[config.mk]
export PLATFORM = sky130hd
export DESIGN_NAME = pc_redirect_ctrl
export DESIGN_NICKNAME = d
export VERILOG_FILES = /design/src/rtl/pc_redirect_ctrl.sv
export SDC_FILE = /design/constraint.sdc
export NUM_CORES = 1
export LEC_CHECK = 0
export CAP_MARGIN = 20
export CORE_MARGIN = 1.5
export CORE_UTILIZATION = 45
export DETAILED_ROUTE_END_ITERATION = 16
export GPL_TIMING_DRIVEN = 0
export PLACE_DENSITY = 0.8
export SLEW_MARGIN = 30
export SYNTH_ARGS = -nofsm -noshare
export SYNTH_HDL_FRONTEND = slang
export SYNTH_SLANG_ARGS = --single-unit
export TNS_END_PERCENT = 10
[constraint.sdc]
create_clock -name clk -period 2.2 [get_ports clk]
set_input_delay 0.44 -clock clk [delete_from_list [all_inputs] [get_ports clk]]
set_output_delay 0.44 -clock clk [all_outputs]
set_load 0.01 [all_outputs]
[src/rtl/pc_redirect_ctrl.sv]
// ----------------------------------------------------------------------------
// pc_redirect_ctrl
//
// Turns the execute-stage branch result (PcSel / BrPC) of the 5-stage RV32
// core into a one-cycle PC load plus IF/ID, ID/EX and EX/MEM flushes. A taken
// branch seen while the pipeline is stalled is parked in PEND until the stall
// clears. The block also keeps saturating branch/taken statistics counters
// and a sticky misaligned-target flag.
//
// Ports:
//   clk, reset       core clock (rising edge), synchronous active-high reset
//   ex_valid         EX holds a real (non-bubble) instruction
//   ex_branch        EX instruction is a branch/jal/jalr
//   ex_pcsel         branch unit reports taken
//   ex_brpc          branch unit target address (32 bits)
//   stall_in         pipeline frozen this cycle
//   pc_load          PC register loads pc_target this cycle
//   pc_target        word-aligned redirect target, PC_W bits
//   flush_ifid/idex/exmem  clear the pipeline registers at the next edge
//   redirect_busy    FSM is not IDLE
//   misalign_err     sticky: some captured target had ex_brpc[1:0] != 0
//   br_count         accepted branch instructions (saturating)
//   taken_count      accepted taken redirects (saturating)
//
// Every output comes straight from a flop; there is no input-to-output path.
// ----------------------------------------------------------------------------
module pc_redirect_ctrl #(
    parameter int PC_W  = 9,
    parameter int CNT_W = 16
) (
    input  logic             clk,
    input  logic             reset,
    input  logic             ex_valid,
    input  logic             ex_branch,
    input  logic             ex_pcsel,
    input  logic [31:0]      ex_brpc,
    input  logic             stall_in,
    output logic             pc_load,
    output logic [PC_W-1:0]  pc_target,
    output logic             flush_ifid,
    output logic             flush_idex,
    output logic             flush_exmem,
    output logic             redirect_busy,
    output logic             misalign_err,
    output logic [CNT_W-1:0] br_count,
    output logic [CNT_W-1:0] taken_count
);

    typedef enum logic [1:0] {
        IDLE  = 2'd0,
        PEND  = 2'd1,
        FLUSH = 2'd2
    } state_t;

    localparam logic [CNT_W-1:0] CNT_MAX = '1;
    localparam logic [CNT_W-1:0] CNT_ONE = CNT_W'(1);

    state_t            state_q,       state_d;
    logic [PC_W-1:0]   pend_tgt_q,    pend_tgt_d;
    logic [PC_W-1:0]   pc_target_q,   pc_target_d;
    logic              redirect_q,    redirect_d;
    logic              busy_q,        busy_d;
    logic              misalign_q,    misalign_d;
    logic [CNT_W-1:0]  br_count_q,    br_count_d;
    logic [CNT_W-1:0]  taken_count_q, taken_count_d;

    logic              accept;
    logic [PC_W-1:0]   aligned_tgt;

    // Address bits above the PC width are dropped by design.
    logic unused_brpc_hi;
    assign unused_brpc_hi = ^ex_brpc[31:PC_W];

    // EX inputs only matter in IDLE; in PEND/FLUSH the EX slot is either the
    // branch already captured or a wrong-path instruction.
    assign accept      = (state_q == IDLE) && ex_valid;
    assign aligned_tgt = {ex_brpc[PC_W-1:2], 2'b00};

    always_comb begin
        // NOTE: every variable gets a default before the case statement so no
        // path leaves one unassigned, which would otherwise infer a latch.
        state_d       = state_q;
        pend_tgt_d    = pend_tgt_q;
        misalign_d    = misalign_q;
        br_count_d    = br_count_q;
        taken_count_d = taken_count_q;

        unique case (state_q)
            IDLE: begin
                if (accept) begin
                    if (ex_branch && (br_count_q != CNT_MAX))
                        br_count_d = br_count_q + CNT_ONE;
                    if (ex_pcsel && (taken_count_q != CNT_MAX))
                        taken_count_d = taken_count_q + CNT_ONE;
                    if (ex_pcsel) begin
                        pend_tgt_d = aligned_tgt;
                        if (ex_brpc[1:0] != 2'b00)
                            misalign_d = 1'b1;
                        state_d = stall_in ? PEND : FLUSH;
                    end
                end
            end
            PEND: begin
                if (!stall_in)
                    state_d = FLUSH;
            end
            FLUSH: begin
                // Load/flush override the stall on the PC and pipeline
                // registers, so this state never waits.
                state_d = IDLE;
            end
            default: state_d = IDLE;
        endcase

        // Outputs are registered from next-state so they line up with the
        // cycle in which the FSM sits in the corresponding state.
        redirect_d  = (state_d == FLUSH);
        busy_d      = (state_d != IDLE);
        // The visible target only moves when a load is issued; the pending
        // copy holds a parked target without disturbing pc_target.
        pc_target_d = redirect_d ? pend_tgt_d : pc_target_q;
    end

    always_ff @(posedge clk) begin
        // NOTE: sequential state uses non-blocking assignments so all flops
        // sample their _d values from the same pre-edge snapshot.
        if (reset) begin
            state_q       <= IDLE;
            pend_tgt_q    <= '0;
            pc_target_q   <= '0;
            redirect_q    <= 1'b0;
            busy_q        <= 1'b0;
            misalign_q    <= 1'b0;
            br_count_q    <= '0;
            taken_count_q <= '0;
        end else begin
            state_q       <= state_d;
            pend_tgt_q    <= pend_tgt_d;
            pc_target_q   <= pc_target_d;
            redirect_q    <= redirect_d;
            busy_q        <= busy_d;
            misalign_q    <= misalign_d;
            br_count_q    <= br_count_d;
            taken_count_q <= taken_count_d;
        end
    end

    assign pc_load       = redirect_q;
    assign flush_ifid    = redirect_q;
    assign flush_idex    = redirect_q;
    assign flush_exmem   = redirect_q;
    assign pc_target     = pc_target_q;
    assign redirect_busy = busy_q;
    assign misalign_err  = misalign_q;
    assign br_count      = br_count_q;
    assign taken_count   = taken_count_q;

endmodule

==> metrics <==
outcome=finished, final reports clean; CTS tree=built; drt pass-1 iters=4; Synth area leader=dfxtp_1; Tightest Pin Transition=0.603 ns; depth of the CTS H-tree=2; Hold Vio Cnt, Final=0; maximum vdd drop=410 uV; layout cells sized above 1=0.0816; cts hold-fix bufs=0; Crit Path Max Fanout=10; Clock Skew=0.00965 ns; Final Routed Wirelength=5740 um; post-DR vias/cell=5.66; Req. time, crit path=2.39 ns; Final period util=0.886; sequential fraction of the synthesis area=0.446; syn_nets=303; core area=5200 sq um; R2R setup slack=0.25 ns; power per cell area=581 nW/um^2; Sequential Power Share=0.545; die height=77.0 um; grt total ovfl=0; Worst setup SP type=flip-flop; CTS sink count=55; worst setup path category=reg2reg; initial antenna violation count=0; Synth top area share=0.446; ys flop type=dfxtp_1; P_leak=1.06 nW; top post-synthesis cells by area=dfxtp_1, a21oi_1, mux2i_1; max-cap violations=0; Slew headroom=0.594; final core utilization=0.629; Non-Filler Instances=401; clock root cell=clkbuf_8; Inserted Diodes=0; nature of the critical path endpoint=flip-flop; Hold WC Path Type=reg2reg; Reg clk slew, reported paths=0.09 ns; IO Pins=85; DP HPWL=4210 um; largest net degree at the start of global routing=17; Synth Area per Inst=9.38 sq um; worst skew pair latency=0.32 ns; RSZ-0062 raised after global routing=false; Cells after DPL=393; Yosys warnings=0; fin crit period=1.95 ns; share of power burned in combinational logic=0.089; Vias=2268; number of port buffers=60; Clock Path Buffers=2; # resized after CTS=0; fmax=513 MHz; P&R area growth vs syn=32.7%; starting DRC count in detailed routing=129; switching pwr=0.427 mW; GP Congestion=0.860; Post-CTS Setup Inserts=0; number of library cell types mapped by synthesis=45; Row Count=26; Seq cells post-synth=55; nets=370; vias in the first global route=2070; first-pass GRT wire length=9670 um; DRC Markers=0; Final Max Tran Viols=0; switch share=0.225; total track usage=0.203; Post-Syn Instances=263; WL/cell=14.3 um; Final setup viols=0; Initial Util=0.474; CP arrival=2.14 ns; DIE AREA=5930 sq um; Die Wd=77.0 um; total CTS buffers=5; Post-synth ARST share=0; internal power=1.47 mW; Clk pwr share=0.367; number of nets with antenna violations after routing=0; Post-synth EDFFs=0; Mapped Area=2470 sq um
## cells by family (layout without fill, tap and decap cells)
group	count (synthesis)	count (layout)	share of synthesized area
adder cells (fa/ha/maj)	2	2	0.0101
AND/OR/NAND/NOR	103	103	0.258
XOR/XNOR	1	1	0.00355
AO/OA/AOI/OAI	73	73	0.198
buffers and inverters	19	87	0.0421
flip-flops	55	55	0.446
multiplexers	10	10	0.0411
## per-stage QoR
| step | hold WS, ns | area (sq um) | power, mW | setup WS [ns] | setup TNS [ns] |
|---|---|---|---|---|---|
| after floorplan | 0.456 | 2470 | 1.14 | 0.448 | 0 |
| after global placement | 0.439 | 3150 | 1.22 | 0.0845 | 0 |
| after detailed placement | 0.462 | 3150 | 1.23 | -0.00958 | -0.00958 |
| after CTS | 0.482 | 3270 | 1.92 | 0.256 | 0 |
| after global routing | 0.501 | 3270 | 1.98 | 0.0560 | 0 |
| final | 0.473 | 3270 | 1.90 | 0.252 | 0 |
## synth_stat cells (3+ instances only)
library cell,count
dfxtp_1,55
a21oi_1,28
nor2_1,22
o21ai_0,13
nand2_1,12
or4_1,12
o31ai_1,11
nand4_1,10
mux2i_1,9
nand3_1,9
or3_1,9
a211oi_1,7
clkbuf_1,6
inv_1,5
and3_1,4
buf_4,4
nor4_1,4
and4_1,3
nor3_1,3
o41ai_1,3
## state kept, by name (all words and copies together) (netlist names)
| register | count |
|---|---|
| pc_target | 9 |
| misalign_err | 1 |
| flush_exmem | 1 |
| br_count | 16 |
| taken_count | 16 |
| state_q | 2 |
| redirect_busy | 1 |
| pend_tgt_q | 9 |
## routing by layer
layer | track usage | routed length [um] | up-vias
met2 | 0.356 | 2920 | 45
li1 | - | - | 1136
met3 | 0.0476 | 252 | 5
met5 | 0 | 0 | -
met1 | 0.245 | 2510 | 1082
met4 | 0.0600 | 55 | 0
## power groups by stage
stage	Sequential [mW]	Combinational, mW	Clock (mW)
final	1.04	0.168	0.697
after global routing	1.04	0.184	0.754
after CTS	1.04	0.170	0.713
after detailed placement	1.06	0.169	0
after global placement	1.06	0.165	0
after floorplan	1.06	0.0798	0
## final timing paths
path / startpoint / end / depth (start not counted)
max reg2reg: br_count[0]$_SDFFE_PP0P_ / br_count[1]$_SDFFE_PP0P_ / 6
min: misalign_err$_SDFFE_PP0P_ / misalign_err$_SDFFE_PP0P_ / 2
max: br_count[0]$_SDFFE_PP0P_ / br_count[1]$_SDFFE_PP0P_ / 6
min reg2reg: misalign_err$_SDFFE_PP0P_ / misalign_err$_SDFFE_PP0P_ / 2
## worst max-delay path: stages, from the launching register on
cell	delay [ns]
dfxtp_1	0.43
ha_1	0.21
nand3_1	0.24
o41ai_2	0.48
buf_4	0.24
mux2i_1	0.19
nor2_1	0.05
## area by class of cell
| type | instances | area, sq um |
|---|---|---|
| Timing Repair Buffer | 60 | 601 |
| Sequential cell | 55 | 1100 |
| Buffer | 14 | 85.1 |
| Tap cell | 70 | 87.6 |
| Clock buffer | 6 | 82.6 |
| Multi-Input combinational cell | 189 | 1260 |
| Fill cell | 485 | 1930 |
| Clock inverter | 2 | 35.0 |
| Inverter | 5 | 18.8 |
## placed cells by master, fill, tap and decap left out, types with 3 or more instances in the layout
cell	synthesis	routed
nand3_1	9	9
mux2i_1	9	9
nor2_1	22	22
clkbuf_1	6	6
inv_1	5	5
a21oi_1	28	28
a211oi_1	7	7
dfxtp_1	55	55
nand2_1	12	12
nor3_1	3	3
clkdlybuf4s50_1	0	60
clkbuf_8	0	6
o21ai_0	13	13
and4_1	3	3
buf_4	4	4
and3_1	4	4
nand4_1	10	10
nor4_1	4	4
or3_1	9	9
o31ai_1	11	11
o41ai_1	3	3
or4_1	12	12
No activity file was read; power rests on OpenSTA's default activity.
